==> src/rtl/oam_dma_ctrl_pkg.sv <==
// Shared constants, FSM state type and source-address helper for the OAM DMA engine.
package oam_dma_ctrl_pkg;

  localparam logic [15:0] ADDR_DMA_REG  = 16'hFF46;
  localparam logic [15:0] ADDR_OAM_BASE = 16'hFE00;
  localparam logic [8:0]  HRAM_PREFIX   = 9'h1FF;
  localparam logic [15:0] ECHO_OFFSET   = 16'h2000;

  typedef enum logic [2:0] {
    ST_IDLE,
    ST_START,
    ST_READ,
    ST_WAIT,
    ST_WRITE
  } dma_state_t;

  // E000-FFFF pages mirror C000-DFFF, so the copy reads from the work RAM image.
  function automatic logic [15:0] dma_src_base(input logic [7:0] page);
    logic [15:0] base;
    base = {page, 8'h00};
    if (base[15:13] == 3'b111) begin
      base = base - ECHO_OFFSET;
    end
    return base;
  endfunction

endpackage

==> src/rtl/oam_dma_ctrl_if.sv <==
// CPU-side and mmu-side bus signals of the OAM DMA engine, bundled with modports.
interface oam_dma_ctrl_if;

  logic [15:0] iCpuAddr;
  logic        iCpuWe;
  logic [7:0]  iCpuData;
  logic [7:0]  oCpuData;
  logic [15:0] oMmuAddr;
  logic        oMmuWe;
  logic [7:0]  oMmuData;
  logic [7:0]  iMmuData;
  logic [7:0]  oDmaReg;
  logic        oDmaBusy;

  modport slave (
    input  iCpuAddr, iCpuWe, iCpuData, iMmuData,
    output oCpuData, oMmuAddr, oMmuWe, oMmuData, oDmaReg, oDmaBusy
  );

  modport master (
    output iCpuAddr, iCpuWe, iCpuData, iMmuData,
    input  oCpuData, oMmuAddr, oMmuWe, oMmuData, oDmaReg, oDmaBusy
  );

endinterface

==> src/rtl/oam_dma_ctrl.sv <==
// Gameboy OAM DMA engine: copies XX00-XX9F to FE00-FE9F after an FF46 write and
// arbitrates the single mmu port between the CPU and the copy engine.
module oam_dma_ctrl
  import oam_dma_ctrl_pkg::*;
#(
  parameter int unsigned NUM_BYTES    = 160,
  parameter int unsigned READ_LATENCY = 1,
  parameter int unsigned START_DELAY  = 1
) (
  input  logic           iClock,
  input  logic           iReset,
  oam_dma_ctrl_if.slave  bus
);

  localparam logic [7:0] LAST_IDX   = 8'(NUM_BYTES - 1);
  localparam logic [7:0] WAIT_LOAD  = 8'(READ_LATENCY - 1);
  localparam logic [7:0] START_LOAD = 8'((START_DELAY == 0) ? 0 : START_DELAY - 1);

  dma_state_t              r_state;
  logic [7:0]              r_index;
  logic [15:0]             r_src;
  logic [7:0]              r_byte;
  logic [7:0]              r_cnt;
  logic [7:0]              r_dma_reg;
  logic                    r_busy;
  logic [READ_LATENCY-1:0] r_blk_sr;

  logic w_hram;
  logic w_dmareg;
  logic w_dma_wr;
  logic w_stall;
  logic w_blocked;

  assign w_hram    = (bus.iCpuAddr[15:7] == HRAM_PREFIX);
  assign w_dmareg  = (bus.iCpuAddr == ADDR_DMA_REG);
  assign w_dma_wr  = w_dmareg && bus.iCpuWe;
  // HRAM traffic only collides with the DMA in the cycles where the DMA owns the port.
  assign w_stall   = ((r_state == ST_READ) || (r_state == ST_WRITE)) && w_hram;
  assign w_blocked = (r_state != ST_IDLE) && !w_hram && !w_dmareg;

  always_ff @(posedge iClock) begin
    if (!iReset) begin
      r_state   <= ST_IDLE;
      r_index   <= '0;
      r_src     <= '0;
      r_byte    <= '0;
      r_cnt     <= '0;
      r_dma_reg <= '1;
      r_busy    <= 1'b0;
      r_blk_sr  <= '0;
    end else begin
      r_blk_sr[0] <= w_blocked;
      for (int unsigned i = 1; i < READ_LATENCY; i++) begin
        r_blk_sr[i] <= r_blk_sr[i-1];
      end

      // An FF46 write restarts the copy from any state, including the final WRITE.
      if (w_dma_wr) begin
        r_dma_reg <= bus.iCpuData;
        r_src     <= dma_src_base(bus.iCpuData);
        r_index   <= '0;
        r_busy    <= 1'b1;
        if (START_DELAY == 0) begin
          r_state <= ST_READ;
        end else begin
          r_state <= ST_START;
          r_cnt   <= START_LOAD;
        end
      end else if (!w_stall) begin
        case (r_state)
          ST_IDLE: begin
          end
          ST_START: begin
            if (r_cnt == '0) begin
              r_state <= ST_READ;
            end else begin
              r_cnt <= r_cnt - 8'd1;
            end
          end
          ST_READ: begin
            r_state <= ST_WAIT;
            r_cnt   <= WAIT_LOAD;
          end
          ST_WAIT: begin
            if (r_cnt == '0) begin
              r_byte  <= bus.iMmuData;
              r_state <= ST_WRITE;
            end else begin
              r_cnt <= r_cnt - 8'd1;
            end
          end
          ST_WRITE: begin
            if (r_index == LAST_IDX) begin
              r_state <= ST_IDLE;
              r_busy  <= 1'b0;
            end else begin
              r_index <= r_index + 8'd1;
              r_state <= ST_READ;
            end
          end
          default: r_state <= ST_IDLE;
        endcase
      end
    end
  end

  always_comb begin
    bus.oMmuAddr = bus.iCpuAddr;
    bus.oMmuWe   = 1'b0;
    bus.oMmuData = bus.iCpuData;
    case (r_state)
      ST_IDLE: begin
        bus.oMmuWe = bus.iCpuWe && !w_dmareg;
      end
      ST_READ: begin
        if (w_hram) begin
          bus.oMmuWe = bus.iCpuWe;
        end else begin
          bus.oMmuAddr = r_src + {8'h00, r_index};
        end
      end
      ST_WRITE: begin
        if (w_hram) begin
          bus.oMmuWe = bus.iCpuWe;
        end else begin
          bus.oMmuAddr = ADDR_OAM_BASE + {8'h00, r_index};
          bus.oMmuWe   = 1'b1;
          bus.oMmuData = r_byte;
        end
      end
      default: begin
        bus.oMmuWe = bus.iCpuWe && w_hram;
      end
    endcase
  end

  assign bus.oCpuData = r_blk_sr[READ_LATENCY-1] ? 8'hFF : bus.iMmuData;
  assign bus.oDmaReg  = r_dma_reg;
  assign bus.oDmaBusy = r_busy;

endmodule

==> src/flat_wrapper.sv <==
// flat-port wrapper written by rule: the top's interface ports become plain ports
module oam_dma_ctrl_flat import oam_dma_ctrl_pkg::*;
#(
  parameter int unsigned NUM_BYTES    = 160,
  parameter int unsigned READ_LATENCY = 1,
  parameter int unsigned START_DELAY  = 1
)
  (iClock, iReset, bus_iCpuAddr, bus_iCpuWe, bus_iCpuData, bus_iMmuData, bus_oCpuData, bus_oMmuAddr, bus_oMmuWe, bus_oMmuData, bus_oDmaReg, bus_oDmaBusy);
  oam_dma_ctrl_if bus_i ();
  input  logic iClock;
  input  logic iReset;
  input wire logic [$bits(bus_i.iCpuAddr)-1:0] bus_iCpuAddr;
  input wire logic [$bits(bus_i.iCpuWe)-1:0] bus_iCpuWe;
  input wire logic [$bits(bus_i.iCpuData)-1:0] bus_iCpuData;
  input wire logic [$bits(bus_i.iMmuData)-1:0] bus_iMmuData;
  output wire logic [$bits(bus_i.oCpuData)-1:0] bus_oCpuData;
  output wire logic [$bits(bus_i.oMmuAddr)-1:0] bus_oMmuAddr;
  output wire logic [$bits(bus_i.oMmuWe)-1:0] bus_oMmuWe;
  output wire logic [$bits(bus_i.oMmuData)-1:0] bus_oMmuData;
  output wire logic [$bits(bus_i.oDmaReg)-1:0] bus_oDmaReg;
  output wire logic [$bits(bus_i.oDmaBusy)-1:0] bus_oDmaBusy;
  assign bus_i.iCpuAddr = bus_iCpuAddr;
  assign bus_i.iCpuWe = bus_iCpuWe;
  assign bus_i.iCpuData = bus_iCpuData;
  assign bus_i.iMmuData = bus_iMmuData;
  assign bus_oCpuData = bus_i.oCpuData;
  assign bus_oMmuAddr = bus_i.oMmuAddr;
  assign bus_oMmuWe = bus_i.oMmuWe;
  assign bus_oMmuData = bus_i.oMmuData;
  assign bus_oDmaReg = bus_i.oDmaReg;
  assign bus_oDmaBusy = bus_i.oDmaBusy;
  oam_dma_ctrl #(.NUM_BYTES(NUM_BYTES), .READ_LATENCY(READ_LATENCY), .START_DELAY(START_DELAY)) u_core (.iClock(iClock), .iReset(iReset), .bus(bus_i));
endmodule
==> config.mk <==
export PLATFORM = sky130hd
export DESIGN_NAME = oam_dma_ctrl_flat
export DESIGN_NICKNAME = d
export VERILOG_FILES = /design/src/rtl/oam_dma_ctrl_pkg.sv /design/src/rtl/oam_dma_ctrl_if.sv /design/src/rtl/oam_dma_ctrl.sv /design/src/flat_wrapper.sv
export SDC_FILE = /design/constraint.sdc
export NUM_CORES = 1
export LEC_CHECK = 0
export CORE_MARGIN = 10
export CORE_UTILIZATION = 47
export CTS_CLUSTER_DIAMETER = 150
export DETAILED_ROUTE_END_ITERATION = 16
export PLACE_DENSITY = 0.8
export SLEW_MARGIN = 25
export SYNTH_ARGS = -nofsm -noshare
export SYNTH_HDL_FRONTEND = slang
export SYNTH_SLANG_ARGS = --single-unit
==> constraint.sdc <==
create_clock -name iClock -period 2.66 [get_ports iClock]
set_input_delay 0.532 -clock iClock [delete_from_list [all_inputs] [get_ports iClock]]
set_output_delay 0.532 -clock iClock [all_outputs]
set_load 0.03 [all_outputs]
==> run metrics, run 1 <==
number of antenna violations at the first check in global routing=0; DIE HEIGHT=94.5 µm; Slew Limit Fails=0; total number of H-tree levels=2; cts bufs inserted=5; number of register bits inferred by synthesis=45; Cell variety after synth=51; Setup crit start kind=primary input; Avg Vias per Cell=5.67; Final Cycle Share=approximately 100%; net count reported at finish=451; data required time at the worst endpoint=between 2 and 2.5 ns; instance area at placement=3590 µm²; IO Port Bufs=between 70 and 80; Max Buffers Root-to-Sink=2; data arrival time of the critical path=between 2 and 2.5 ns; via count=roughly 2.7k; worst skew pair latency=0.31 ns; Hold-fix buffers, CTS=0; share of synthesized flip-flops with an asynchronous set or reset=0%; CP Max Fanout=2; area growth from synthesis to layout=46.2%; multi-input logic area=1660 µm²; number of standard cells after synthesis=309; Max-Cap Viols=0; pin count of the biggest net entering global routing=18; tightest hold margin=0.464 ns; capturing element type of the critical path=output port; leading area contributor after synthesis=dfxtp_1; proportion of layout cells with a drive suffix above 1=between 20 and 30%; global placer's final weighted congestion=about 0.9; overall die area=8920 µm²; number of DRC markers in iteration 0=117; count of boundary I/O pins=77; final-report setup violation count=0; floorplan die width=94.5 µm; Peak VDD IR=~230 µV; wire length reported by the detailed router=8180 µm; count of flip-flops with a built-in enable after synthesis=0; number of design rule violations left after detail routing=0; type of the setup path with the least slack=primary input to output port; site row count=27; overall fraction of global-route tracks in use=a little under a fifth; count of synthesis-stage warnings from yosys=0; final design area excluding fillers=between 3000 and 4000 µm²; Static Leak=1.53 nW; Root Buffer=clkbuf_8; routed length per placed instance=16.9 µm; leftover overflow at the end of global routing=0; Placeable Area=5440 µm²; Reg area=902 µm²; number of diodes added for antenna fixing=0; Worst-path clk slew=roughly 0.090 ns; count of nets left with antenna violations after detail routing=0; number of sinks handled by clock tree synthesis=45; final number of hold-violating endpoints=0; estimated wirelength of the detail-placed design=6170 µm; initial core utilization=47.9%; Max Clock Skew=0.00999 ns; leading cell type in the layout, fill and taps excluded=dfxtp_1; syn_area_per_cell=8.43 µm²; worst-case headroom to the max-slew limit=68.1%; status=finished, final reports clean; CTS tree=yes; share of the synthesized area in the top cell type=34.6%; most instantiated flip-flop cell in the synthesis netlist=dfxtp_1; Peak Freq=about 380 MHz; total power density per cell area=366 nW/µm²; Syn Std Cell Area=approximately 2600 µm²; number of global-route vias before repair=2810; commonest cells after routing, fill and taps aside=dfxtp_1, clkdlybuf4s50_1, buf_4; net count of the mapped netlist=~350; sequential share of the synthesized area=about a third; min Tclk post-route=roughly 2.7 ns; worst min-delay path class=flip-flop to flip-flop; worst slew pin tran=0.477 ns; cell types with the largest area share after synthesis=dfxtp_1, mux2_2, mux2i_1, a21oi_1, nand2_1; total of fill cells in the finished design=445; global-route wire length before repair=13300 µm; detailed-routing iteration count for the pre-antenna-repair pass=4; total chip power=between 0.001 and 0.0015 W
## layout make-up
type	instances	area share, %
Sequential cell	45	23.7
Clock buffer	5	1.81
Clock inverter	3	0.657
Multi-Input combinational cell	235	43.5
Inverter	10	0.986
Tap cell	72	2.37
Timing Repair Buffer	114	27.0
## registers in the layout, indices dropped and copies added (netlist names)
signal	cells
u_core.bus.oDmaBusy	1
u_core.bus.oDmaReg	8
u_core.r_blk_sr	1
u_core.r_byte	8
u_core.r_cnt	8
u_core.r_index	8
u_core.r_src	8
u_core.r_state	3
## kinds of logic (layout without fill, tap and decap cells)
| family | Yosys count | count (layout) | share of synthesized area (%) |
|---|---|---|---|
| muxes | 30 | 30 | 12.2 |
| xor gates and xnor gates | 1 | 1 | 0.336 |
| AOI/OAI and AO/OA | 81 | 81 | 19.3 |
| DFF | 45 | 45 | 34.6 |
| and+or+nand+nor | 118 | 118 | 25.8 |
| adders and majority gates | 5 | 5 | 2.40 |
| buffers and inverters | 29 | 132 | 5.33 |
## metrics by stage
stage	util, %	setup TNS [ns]	std cells	worst slack, ns
global placement	66.1	-9.34	471	-0.572
floorplan	-	0	309	0.231
CTS	69.3	0	483	0.00380
detailed placement	66.1	-9.52	471	-0.594
finish	70.0	0	484	0.00969
global route	70.0	-0.0455	484	-0.0455
## layer usage
| layer | wire length, µm | part of all wire [%] | GRT usage [%] |
|---|---|---|---|
| met1 | 3380 | 41 | 20.6 |
| met2 | 4090 | 50 | 31.1 |
| met3 | 564 | 6.9 | 6.03 |
| met4 | 146 | 1.8 | 5.74 |
| met5 | 0 | 0 | 0 |
## power breakdown
| group | internal (W) | switching (W) |
|---|---|---|
| combinational | 0.000126 | 0.000134 |
| sequential | 0.000673 | 0.00000000538 |
| clock | 0.000192 | 0.000268 |
| total | 0.000992 | 0.000403 |
## worst max-delay path: stages
cell	delay (ns)
clkdlybuf4s50_1	0.44
nor4b_2	0.34
buf_4	0.17
and4_4	0.24
a21oi_1	0.09
a2bb2oi_2	0.16
buf_6	0.14
## Yosys cell counts (2+ instances only)
cell / n
a311oi_1: 2
a21oi_1: 29
nand2_1: 33
a41oi_1: 2
and4_1: 4
nand4_1: 8
dfxtp_1: 45
inv_1: 9
o21ai_2: 2
or2_2: 8
mux2_2: 15
buf_6: 2
clkbuf_1: 7
mux2i_1: 15
or4_1: 2
o211ai_1: 2
or3_1: 5
nor4_1: 2
nand2b_1: 5
a31oi_1: 5
ha_1: 5
o31ai_1: 3
or4b_1: 2
and3_1: 2
nor2_1: 8
nor4b_1: 2
o21ai_0: 24
o41ai_1: 3
nor3_1: 5
buf_2: 9
nand3_1: 24
## final timing paths
path	slack, ns	from	cells past startpoint	endpoint
setup / recovery	0.01	bus_iCpuAddr[3]	7	bus_oMmuWe
hold / removal	0.46	u_core.r_byte[3]	2	u_core.r_byte[3]
hold reg to reg	0.46	u_core.r_byte[3]	2	u_core.r_byte[3]
setup reg to reg	0.64	u_core.r_cnt[0]	6	u_core.r_byte[2]
## repair_timing
item                       in CTS  in global routing
setup buffers                   4                  1
resized for setup              72                 21
setup endpoints to repair      24                 22
pin swaps                       6                  7
hold endpoints to repair        0                  0
gates cloned                    1                  0
Power figures use the tool's default switching activity.
==> inputs of run 2 (changes only) <==
Settings changed: CELL_PAD_IN_SITES_DETAIL_PLACEMENT set to 0, CELL_PAD_IN_SITES_GLOBAL_PLACEMENT set to 1, CORE_UTILIZATION 47 to 35, PLACE_DENSITY 0.8 to unset, PLACE_DENSITY_LB_ADDON set to 0.1.
==> run 2 against run 1 <==
  * Worst hold slack improved by 0.0052 ns
  * Highest routed layer unchanged
  * Cell count is 5.0% higher
  * Cell area up 1.0%
  * Critical endpoint is now bus_oMmuAddr[1]
  * Clock skew decreased by 0.0063 ns
  * Non-clock buffer count fell by 3
  * Die area grew 27%
  * Largest cell class unchanged
==> run metrics, run 2 (synthesis gave the netlist of run 1 again) <==
via count=2656; site row count=31; number of sinks handled by clock tree synthesis=45; critical hold path startpoint=u_core.r_byte[3]; floorplan die width=106 µm; IO Port Bufs=76; WHS Path Cells=2; Root Buffer=clkbuf_8; number of diodes added for antenna fixing=0; worst reg-to-reg setup slack=0.64 ns; CP max-delay cell=o31ai_4; Max Buffers Root-to-Sink=2; crit-path cells=clkdlybuf4s15_1 > nand4_1 > o31ai_4 > buf_6 > buf_8 > nand2_8 > mux2_4 > buf_6; clock network fraction of total power=roughly 38%; leading cell type in the layout, fill and taps excluded=dfxtp_1; proportion of power drawn by flip-flops and latches=45.2%; count of nets left with antenna violations after detail routing=0; Peak VDD IR=approximately 230 µV; switching power of the nets=just under 0.0004 W; type of the setup path with the least slack=primary input to output port; Switching Fraction=between 20% and 30%; cell internal power dissipation=about 0.0011 W; proportion of layout cells with a drive suffix above 1=25.9%; status=finished, final reports clean; leftover overflow at the end of global routing=0; part of the total power dissipated in combinational logic=17.1%; number of global-route vias before repair=2774; Static Leak=1.54 nW; Worst-path clk slew=0.09 ns; final design area excluding fillers=3850 µm²; estimated wirelength of the detail-placed design=roughly 6400 µm; tightest hold margin=0.469 ns; worst skew pair latency=0.30 ns; Max Clock Skew=0.00373 ns; area growth from synthesis to layout=47.7%; total number of H-tree levels=2; Post-Route Setup TNS=0 ns; Max-Cap Viols=0; final-report setup violation count=0; Setup crit start kind=primary input; total buffers and inverters traversed by the critical path=4; wire length reported by the detailed router=8370 µm; DIE HEIGHT=approximately 110 µm; commonest cells after routing, fill and taps aside=dfxtp_1, clkdlybuf4s50_1, nand2_1; CTS tree=yes; number of antenna violations at the first check in global routing=0; post-placement cell count=slightly below 500; routed length per placed instance=16.5 µm; worst slew pin tran=0.379 ns; instance area at placement=3650 µm²; Hold-fix buffers, CTS=0; Placeable Area=between 7000 and 8000 µm²; detailed-routing iteration count for the pre-antenna-repair pass=4; Slew Limit Fails=0; Peak Freq=383 MHz; number of standard cells in the final layout excluding fillers=about 500; data required time at the worst endpoint=2.13 ns; top cell family by delay on the critical path=buffers and inverters; overall fraction of global-route tracks in use=roughly 14%; CP Max Fanout=7; number of DRC markers in iteration 0=69; reg-to-reg startpoint=u_core.r_state[2]; count of boundary I/O pins=a little under 80; cts bufs inserted=5; min Tclk post-route=2.61 ns; final number of hold-violating endpoints=0; cell type with the highest occurrence count on the critical path=buf_6; net count reported at finish=448; worst min-delay path class=flip-flop to flip-flop; global-route wire length before repair=13600 µm; Slowest Stage Delay on Critical Path=0.34 ns; Final Cycle Share=98.1%; total chip power=0.00149 W; capturing element type of the critical path=output port; Avg Vias per Cell=5.23; initial core utilization=35.9%; global placer's final weighted congestion=0.808; worst-case headroom to the max-slew limit=74.6%; number of design rule violations left after detail routing=0; setup repair after global routing missed its margin=true; critical register-to-register path endpoint=u_core.r_index[5]; overall die area=about 11000 µm²; total power density per cell area=387 nW/µm²; data arrival time of the critical path=about 2.1 ns; endpoint with the worst hold slack=u_core.r_byte[3]; pin count of the biggest net entering global routing=25; number of cells on the worst reg-to-reg path=7
-- run 2: power by group through the flow --
stage	clock, W	combinational, W	sequential (W)
finish	0.000561	0.000254	0.000673
global placement	0	0.000254	0.000689
global route	0.000597	0.000272	0.000673
floorplan	0	0.000111	0.000689
detailed placement	0	0.000256	0.000689
CTS	0.000567	0.000252	0.000673
-- run 2: layer usage --
metal	vias to the layer above	global-route usage [%]	share of wire, %
met4	0	3.48	0.61
met2	49	25.5	51
met5	-	0	0
met1	1257	16.7	43
li1	1345	-	-
met3	5	4.35	4.8
-- run 2: worst max path at each step --
stage                     cells after the start              from         endpoint  slack, ns
after floorplan                               5  bus_iCpuAddr[12]  bus_oMmuAddr[8]       0.23
after global placement                        6   bus_iCpuAddr[8]  bus_oMmuData[6]      -0.56
after detailed placement                      6   bus_iCpuAddr[8]  bus_oMmuData[4]      -0.59
after CTS                                     7  bus_iCpuAddr[13]  bus_oMmuAddr[6]     -0.002
after global routing                          8  bus_iCpuAddr[15]  bus_oMmuAddr[4]    -0.0008
final                                         8  bus_iCpuAddr[15]  bus_oMmuAddr[1]       0.05
-- run 2: area by class of cell --
class                      count  area (µm²)
sequential                    45         901
timing repair buffer         111        1020
clock inverter                 2        37.5
fill                         708        3410
multi-input combinational    235        1640
clock buffer                   6        82.6
tap                           99         124
inverter                      10        37.5
-- run 2: metrics by stage --
step	worst slack, ns	utilization, %
2_1_floorplan	0.231	-
3_3_place_gp	-0.562	50.3
3_5_place_dp	-0.594	50.3
4_1_cts	-0.00189	52.6
5_1_grt	-0.000830	53.0
6_report	0.0498	53.0
-- run 2: worst reg2reg max path, stage by stage (launching register included) --
cell and delay, ns:
dfxtp_1 0.45, nor3b_4 0.28, o31ai_4 0.13, buf_6 0.14
buf_8 0.12, buf_4 0.17, or4b_1 0.51, a21oi_1 0.15
-- run 2: what timing repair did --
item,in CTS,in global routing
buffers inserted,3,0
pin swaps,6,7
gates resized for setup,82,25
setup endpoints to repair,23,11
